**config.mk**
```make
export PLATFORM = sky130hd
export DESIGN_NAME = dmem_arbiter
export DESIGN_NICKNAME = d
export VERILOG_FILES = /design/src/rtl/dmem_arb_pkg.sv /design/src/rtl/dmem_arbiter.sv
export SDC_FILE = /design/constraint.sdc
export NUM_CORES = 1
export LEC_CHECK = 0
export CAP_MARGIN = 20
export CORE_ASPECT_RATIO = 1.2
export CORE_MARGIN = 10
export CORE_UTILIZATION = 30
export DETAILED_ROUTE_END_ITERATION = 12
export SLEW_MARGIN = 20
export SYNTH_ARGS = -nofsm -noshare
export SYNTH_HDL_FRONTEND = slang
export SYNTH_SLANG_ARGS = --single-unit
```
**constraint.sdc**
```tcl
create_clock -name clk -period 3.1 [get_ports clk]
set_input_delay 0.465 -clock clk [delete_from_list [all_inputs] [get_ports clk]]
set_output_delay 0.465 -clock clk [all_outputs]
set_load 0.005 [all_outputs]
```
**src/rtl/dmem_arb_pkg.sv**
```systemverilog
// dmem_arb_pkg: shared FSM encoding, memory limits and command types for the data-memory arbiter
package dmem_arb_pkg;
  localparam int          MEM_BYTES  = 256;
  localparam logic [15:0] ADDR_LIMIT = 16'h00FF;
  localparam logic        CMD_LD     = 1'b0;
  localparam logic        CMD_ST     = 1'b1;
  typedef enum logic {S_IDLE, S_ISSUE} state_t;
  // A 16-bit access touches addr and addr+1, so the last byte cannot start a word.
  function automatic logic addr_err(input logic [15:0] addr);
    return (addr >= 16'(MEM_BYTES)) || (addr == ADDR_LIMIT);
  endfunction
endpackage

```
**src/rtl/dmem_arbiter.sv**
```systemverilog
// dmem_arbiter: load/store arbiter in front of a 256-byte data memory, store-priority with load anti-starvation
module dmem_arbiter
  import dmem_arb_pkg::*;
#(
  parameter int TAG_W      = 3,
  parameter int STARVE_MAX = 4
) (
  input  logic             clk,
  input  logic             rst_n,
  input  logic             ld_req_valid,
  output logic             ld_req_ready,
  input  logic [15:0]      ld_addr,
  input  logic [TAG_W-1:0] ld_tag,
  output logic             ld_rsp_valid,
  output logic [15:0]      ld_rsp_data,
  output logic [TAG_W-1:0] ld_rsp_tag,
  output logic             ld_rsp_err,
  input  logic             st_req_valid,
  output logic             st_req_ready,
  input  logic [15:0]      st_addr,
  input  logic [15:0]      st_data,
  output logic             st_rsp_valid,
  output logic             st_rsp_err,
  output logic             mem_read,
  output logic             mem_write,
  output logic [15:0]      mem_addr,
  output logic [15:0]      mem_wdata,
  input  logic [15:0]      mem_rdata
);
  localparam int               CNT_W   = $clog2(STARVE_MAX + 1);
  localparam logic [CNT_W-1:0] CNT_MAX = CNT_W'(STARVE_MAX);
  state_t           state, state_nxt;
  logic [CNT_W-1:0] starve_cnt, starve_nxt;
  logic             issue, ld_win, hs;
  logic             cmd_type, cmd_err;
  logic [15:0]      cmd_addr, cmd_data;
  logic [TAG_W-1:0] cmd_tag;
  logic             pend_ld, pend_st, pend_err;
  logic [TAG_W-1:0] pend_tag;
  always_comb begin
    issue        = state == S_ISSUE;
    ld_win       = ld_req_valid && (!st_req_valid || starve_cnt == CNT_MAX);
    ld_req_ready = rst_n && !issue && ld_win;
    st_req_ready = rst_n && !issue && st_req_valid && !ld_win;
    hs           = ld_req_ready || st_req_ready;
    state_nxt    = (!issue && hs) ? S_ISSUE : S_IDLE;
    starve_nxt   = issue ? starve_cnt :
                   (ld_req_ready || !ld_req_valid) ? '0 :
                   (st_req_ready && starve_cnt != CNT_MAX) ? starve_cnt + 1'b1 : starve_cnt;
    mem_read     = issue && cmd_type == CMD_LD && !cmd_err;
    mem_write    = issue && cmd_type == CMD_ST && !cmd_err;
    mem_addr     = issue ? cmd_addr : '0;
    mem_wdata    = (issue && cmd_type == CMD_ST) ? cmd_data : '0;
  end
  always_ff @(posedge clk or negedge rst_n) begin
    if (!rst_n) begin
      state      <= S_IDLE;
      starve_cnt <= '0;
    end else begin
      state      <= state_nxt;
      starve_cnt <= starve_nxt;
    end
  end
  always_ff @(posedge clk or negedge rst_n) begin
    if (!rst_n) begin
      cmd_type <= CMD_LD;
      cmd_err  <= 1'b0;
      cmd_addr <= '0;
      cmd_data <= '0;
      cmd_tag  <= '0;
    end else if (hs) begin
      cmd_type <= st_req_ready ? CMD_ST : CMD_LD;
      cmd_addr <= st_req_ready ? st_addr : ld_addr;
      cmd_err  <= addr_err(st_req_ready ? st_addr : ld_addr);
      cmd_data <= st_data;
      cmd_tag  <= ld_tag;
    end
  end
  // Memory answers on the ISSUE negedge; one extra stage aligns the response with the next grant.
  always_ff @(posedge clk or negedge rst_n) begin
    if (!rst_n) begin
      pend_ld      <= 1'b0;
      pend_st      <= 1'b0;
      pend_err     <= 1'b0;
      pend_tag     <= '0;
      ld_rsp_valid <= 1'b0;
      ld_rsp_err   <= 1'b0;
      ld_rsp_data  <= '0;
      ld_rsp_tag   <= '0;
      st_rsp_valid <= 1'b0;
      st_rsp_err   <= 1'b0;
    end else begin
      pend_ld      <= issue && cmd_type == CMD_LD;
      pend_st      <= issue && cmd_type == CMD_ST;
      pend_err     <= issue && cmd_err;
      pend_tag     <= issue ? cmd_tag : pend_tag;
      ld_rsp_valid <= pend_ld;
      ld_rsp_err   <= pend_ld && pend_err;
      st_rsp_valid <= pend_st;
      st_rsp_err   <= pend_st && pend_err;
      if (pend_ld) begin
        ld_rsp_data <= pend_err ? '0 : mem_rdata;
        ld_rsp_tag  <= pend_tag;
      end
    end
  end
endmodule

```
==> results of run 1 <==
## area by class of cell
class	count	share of cell area, %
Clock buffer	11	5.11
Clock inverter	5	1.16
Inverter	22	1.67
Multi-Input combinational cell	192	26.1
Sequential cell	70	35.4
Tap cell	129	3.27
Timing Repair Buffer	135	27.2
## layer usage
layer | up-vias | track usage (%) | part of all wire [%] | wire [um]
met2 | 98 | 17.4 | 44 | 4080
met5 | - | 0 | 0 | 0
met3 | 14 | 5.04 | 9.4 | 873
met4 | 0 | 5.44 | 1.9 | 172
li1 | 1279 | - | - | -
met1 | 1278 | 15.0 | 45 | 4170
## logic make-up (layout without fill, tap and decap cells)
logic type               after synthesis  in the layout  synth area share, %
AO/OA/AOI/OAI                         45             45                 8.50
AND/OR/NAND/NOR                      120            120                 20.2
flip-flops                            70             70                 54.1
adder cells (fa/ha/maj)                2              2                0.773
buffers and inverters                 40            173                 6.07
multiplexers                          25             25                 10.3
## Yosys cell counts
cell type / n / area (um2)
o2111ai_1: 2 / 17.5
mux2_2: 11 / 124
nand4_1: 4 / 25.0
inv_2: 1 / 3.75
clkbuf_1: 10 / 37.5
a31oi_1: 16 / 100
ha_1: 2 / 25.0
dfrtp_1: 70 / 1750
a21oi_2: 1 / 8.76
o211a_1: 1 / 10.0
and2_1: 20 / 125
nor2b_4: 1 / 13.8
nor4_1: 4 / 25.0
mux2_4: 14 / 210
buf_6: 5 / 56.3
nor2b_1: 4 / 25.0
nor2_1: 17 / 63.8
nand3_1: 1 / 5.00
nand2_1: 36 / 135
nand3_4: 1 / 17.5
a31o_2: 1 / 8.76
inv_1: 21 / 78.8
nand3b_1: 16 / 120
o21ai_0: 20 / 100
and3_1: 16 / 100
o31ai_1: 3 / 22.5
o21a_1: 1 / 7.51
buf_4: 2 / 15.0
buf_2: 1 / 5.00
## where the power goes
part / switching [mW] / internal, mW / leakage, nW
clock network: 0.373 / 0.666 / 0.155
logic: 0.235 / 0.445 / 1.12
registers: 0.122 / 1.10 / 0.842
total: 0.730 / 2.22 / 2.12
## registers in the layout, indices dropped and copies added, names as in the netlist, 3 cells and up
| signal | cells |
|---|---|
| cmd_addr | 16 |
| cmd_data | 16 |
| ld_rsp_data | 16 |
| cmd_tag | 3 |
| ld_rsp_tag | 3 |
| pend_tag | 3 |
| starve_cnt | 3 |
## per-stage QoR
stage                     utilization, %  hold WS (ns)  std cells
after floorplan                        -         0.169        302
after global placement              44.1         0.351        548
after detailed placement            44.1         0.354        548
after CTS                           47.0         0.367        564
after global routing                47.0         0.397        564
final                               47.0         0.366        564
## final timing paths
| path | from | to | slack [ns] | cells past startpoint |
|---|---|---|---|---|
| min in group asynchronous | rst_n | cmd_data[1] | 0.38 | 2 |
| setup / recovery | ld_req_valid | st_req_ready | 0.39 | 5 |
| hold reg to reg | pend_st | st_rsp_valid | 0.37 | 0 |
| max in group asynchronous | rst_n | ld_rsp_tag[0] | 2.16 | 2 |
| hold / removal | pend_st | st_rsp_valid | 0.37 | 0 |
| setup reg to reg | issue | cmd_data[0] | 1.21 | 4 |
==> summary.md, run 1 <==
| Metric | Value |
|---|---|
| Total Nets Final | `503` |
| Die Footprint | `0.0154 mm2` |
| Synth Register Bits | `70` |
| Worst setup EP type | `output port` |
| Setup TNS | `0 ns` |
| Layout cell share with drive strength beyond 1 | `12.4%` |
| # hold bufs at CTS | `0` |
| Via Count | `2,669` |
| Area Overhead vs Synth | `52.7%` |
| Register area share after synthesis | `54.1%` |
| Worst-margin pin slew | `0.878 ns` |
| Final Hold Viols | `0` |
| Antenna viol nets, final | `0` |
| WL final | `9.29 mm` |
| Number of buffers created by CTS | `9` |
| PortBufs | `129` |
| Pre-CTS setup slack | `0.395 ns` |
| Syn Area/Cell | `10.7 um2` |
| First-pass GRT wire length | `14.8 mm` |
| Worst-path fanout max | `18` |
| Tot Pwr | `2.95 mW` |
| CTS tree | `built` |
| Crit start category | `primary input` |
| WL/cell | `16.5 um` |
| Post-Syn Nets | `375` |
| RSZ-0062 raised after global routing | `false` |
| Pin count of the biggest net entering global routing | `73` |
| Resized Gates After CTS | `0` |
| Design area | `0.00494 mm2` |
| Most common library cell in the layout ignoring fill and taps | `clkdlybuf4s50_1` |
| Cells after synthesis | `302` |
| Critical-path top delay cell | `clkdlybuf4s50_1` |
| Final worst setup slack | `0.393 ns` |
| Clock sink total | `70` |
| Post-synth design cell area | `0.00324 mm2` |
| Leak Pwr | `2.12 nW` |
| CP required | `2.63 ns` |
| Max-cap viol count | `0` |
| GR Overflow Total | `0` |
| Most used cell, CP | `clkdlybuf4s50_1` |
| Gr usage total | `12.0%` |
| Core Region | `0.0105 mm2` |
| Crit path cell chain | `clkdlybuf4s50_1, nand3_1, nand3_4, inv_2, clkdlybuf4s50_1` |
| Fin crit share | `87.3%` |
| HP Class | `reg -> reg` |
| CP top delay family | `buffers and inverters` |
| H-tree depth | `3` |
| Clock latency on the worst-skew pair | `0.32 ns` |
| DRC | `0` |
| Max Slew Vio Count | `0` |
| Syn. warnings | `0` |
| Fillers | `1,013` |
| Initial antenna violation count | `0` |
| Rows | `41` |
| Peak VDD IR | `0.000216 V` |
| Synth unique cells | `29` |
| Clock skew | `0.00416 ns` |
| IO Pins | `130` |
| Reg area | `0.00175 mm2` |
| Max incr delay on CP | `0.57 ns` |
| Crit path buf inv count | `3` |
| Reg clk slew, reported paths | `0.06 ns` |
| Detailed placement HPWL | `7.01 mm` |
| Placed cell areas | `0.00463 mm2` |
| Commonest non-fill, non-tap cells in the layout | `clkdlybuf4s50_1 (128), dfrtp_1 (70), nand2_1 (36)` |
| Vias in the first global route | `2,869` |
| Maximum buffer depth of the clock tree | `2` |
| Pwr Density | `596 mW/mm2` |
| Die height | `134 um` |
| Run status | `complete, no violations` |
| # setup viols final | `0` |
| Antenna cell count | `0` |
| Kind of critical path | `in -> out` |
| CP arrival | `2.24 ns` |
| GPL Wtd Cong | `0.797` |
| Slew headroom | `41.5%` |
| Setup Fix Bufs, Post-CTS | `0` |
| Pre-antenna DRT Iters | `4` |
| Final Critical Period | `2.71 ns` |
| Die Width | `115 um` |
| Root Buffer | `clkbuf_16` |
| Vias per cell | `4.73` |
| 1st-iter DRT viols | `80` |
| Starting Density | `30.8%` |
| Fmax | `0.369 GHz` |
| Footprint of the multi-input gates | `0.00129 mm2` |
No activity file was read; power rests on OpenSTA's default activity.
==> run 2, diff against run 1 <==
--- a/config.mk
+++ b/config.mk
@@ -10,7 +10,6 @@
 export CORE_MARGIN = 10
 export CORE_UTILIZATION = 30
 export DETAILED_ROUTE_END_ITERATION = 12
-export SLEW_MARGIN = 20
 export SYNTH_ARGS = -nofsm -noshare
 export SYNTH_HDL_FRONTEND = slang
 export SYNTH_SLANG_ARGS = --single-unit
==> results of run 2 <==
Final layout, timing and power as in run 1 (identical DEF).
==> run 3, diff against run 2 <==
==> constraint.sdc (replaced) <==
create_clock -name clk -period 3.1 [get_ports clk]
set_input_delay 0.465 -clock clk [delete_from_list [all_inputs] [get_ports clk]]
set_output_delay 0.465 -clock clk [all_outputs]
set_load 0.1 [all_outputs]
==> run 3 against run 2 <==
Maximum frequency increased by 8.5%. Critical endpoint is now mem_read. Via count is 0.75% lower. Cell count fell by 0.18%. Critical path type is now reg -> out. Highest routed layer unchanged. Utilization fell by 0.083 points. Sequential share of layout area up 0.063 points. Sequential power about the same. Combinational power increased by 130%. First-iteration DRC count up 48%. Critical path depth decreased by 1. Worst hold slack better by 0.014 ns. Register-to-register slack got worse by 0.13 ns.
==> summary.md, run 3 (synthesized netlist as in run 1, its figures left out) <==
| Metric | Value |
|---|---|
| Run status | `complete, no violations` |
| Crit. path cell count | `4` |
| Clock skew | `0.00318 ns` |
| Antenna viol nets, final | `0` |
| Reg2Reg Depth | `4` |
| Critical-path top delay cell | `dfrtp_1` |
| Rows | `41` |
| RSZ-0062 raised after global routing | `false` |
| First-pass GRT wire length | `15.4 mm` |
| Final Critical Period | `2.50 ns` |
| Total Nets Final | `502` |
| Clock latency on the worst-skew pair | `0.32 ns` |
| Reg clk slew, reported paths | `0.06 ns` |
| Net Sw Power | `1.62 mW` |
| Switching Share | `41.2%` |
| Die Width | `115 um` |
| Max incr delay on CP | `0.75 ns` |
| Worst-path fanout max | `19` |
| Worst hold stages | `0` |
| Worst-margin pin slew | `0.991 ns` |
| H-tree depth | `3` |
| Tot Pwr | `3.93 mW` |
| HP Class | `reg -> reg` |
| Kind of critical path | `reg -> out` |
| CP Launch Point | `issue` |
| Die height | `134 um` |
| CP required | `2.63 ns` |
| Via Count | `2,649` |
| Area Overhead vs Synth | `52.4%` |
| IO Pins | `130` |
| P_int | `2.31 mW` |
| Leak Pwr | `2.25 nW` |
| PortBufs | `129` |
| # hold bufs at CTS | `0` |
| Clock sink total | `70` |
| Setup TNS | `0 ns` |
| Crit start category | `flip-flop` |
| DRC | `0` |
| Worst setup EP type | `output port` |
| Most common library cell in the layout ignoring fill and taps | `dfrtp_1` |
| Max-cap viol count | `0` |
| Largest regs | `cmd_addr x16, cmd_data x16, ld_rsp_data x16` |
| Number of buffers created by CTS | `9` |
| Hold path start | `pend_st` |
| WL/cell | `16.8 um` |
| Fmax | `0.401 GHz` |
| Pin count of the biggest net entering global routing | `73` |
| Gr usage total | `12.4%` |
| Detailed placement HPWL | `7.01 mm` |
| GPL Wtd Cong | `0.851` |
| # setup viols final | `0` |
| Max Slew Vio Count | `0` |
| WL final | `9.47 mm` |
| Crit path buf inv count | `2` |
| CP top delay family | `flip-flops` |
| CTS tree | `built` |
| Comb power frac | `39.3%` |
| Layout cell share with drive strength beyond 1 | `25.1%` |
| Peak VDD IR | `0.000383 V` |
| Core Region | `0.0105 mm2` |
| Commonest non-fill, non-tap cells in the layout | `dfrtp_1 (70), clkdlybuf4s50_1 (69), buf_4 (54)` |
| R2r startpoint | `issue` |
| Fin crit share | `80.5%` |
| Die Footprint | `0.0154 mm2` |
| Antenna cell count | `0` |
| Slew headroom | `34.0%` |
| Final Hold Viols | `0` |
| Maximum buffer depth of the clock tree | `2` |
| GR Overflow Total | `0` |
| CP arrival | `2.03 ns` |
| 1st-iter DRT viols | `118` |
| Initial antenna violation count | `0` |
| Starting Density | `30.8%` |
| Root Buffer | `clkbuf_16` |
| Most used cell, CP | `nor2b_1` |
| Clock power frac | `29.5%` |
| Share of power burned in registers | `31.2%` |
| Final Util | `46.9%` |
| Pre-antenna DRT Iters | `4` |
| Setup Fix Bufs, Post-CTS | `0` |
| Vias per cell | `4.71` |
| Resized Gates After CTS | `0` |
| Crit path cell chain | `buf_4, nor2b_1, nor2b_1, buf_12` |
| Pwr Density | `797 mW/mm2` |
| Vias in the first global route | `2,867` |
-- run 3: cell type report --
type / count / area [um2]
fill: 990 / 5580
sequential: 70 / 1750
timing repair buffer: 134 / 1320
multi-input combinational: 192 / 1290
clock buffer: 12 / 236
tap: 129 / 161
clock inverter: 4 / 95.1
inverter: 22 / 82.6
-- run 3: worst paths after layout --
path,to,slack (ns)
setup / recovery,mem_read,0.60
hold / removal,st_rsp_valid,0.38
setup reg to reg,cmd_data[0],1.08
hold reg to reg,st_rsp_valid,0.38
max in group asynchronous,ld_rsp_tag[0],2.12
min in group asynchronous,cmd_data[1],0.39
-- run 3: power by group through the flow --
stage	clock [mW]	combinational [mW]	sequential, mW
after global placement	0	1.55	1.24
after global routing	1.22	1.62	1.26
after floorplan	0	0.544	1.83
after CTS	1.19	1.56	1.23
final	1.16	1.55	1.23
after detailed placement	0	1.56	1.25
-- run 3: worst reg2reg max path: stages, from the launching register on --
cell     delay [ns]
dfrtp_1        0.62
nor2b_4        0.27
o21a_2         0.44
buf_12         0.23
mux2_2         0.35
-- run 3: routing by layer --
metal | track usage, % | up-vias | routed length, um | share of wire, %
li1 | - | 1280 | - | -
met1 | 15.8 | 1254 | 4380 | 46
met2 | 18.2 | 103 | 4180 | 44
met3 | 4.86 | 12 | 781 | 8.2
met4 | 5.17 | 0 | 129 | 1.4
met5 | 0 | - | 0 | 0
-- run 3: per-stage QoR --
| step | hold slack, ns | setup WS [ns] | area, um2 | cells |
|---|---|---|---|---|
| floorplan | 0.169 | 0.685 | 3240 | 302 |
| global placement | 0.350 | 0.795 | 4600 | 547 |
| detailed placement | 0.371 | 0.749 | 4600 | 547 |
| CTS | 0.383 | 0.549 | 4930 | 563 |
| global route | 0.400 | 0.454 | 4930 | 563 |
| finish | 0.380 | 0.605 | 4930 | 563 |
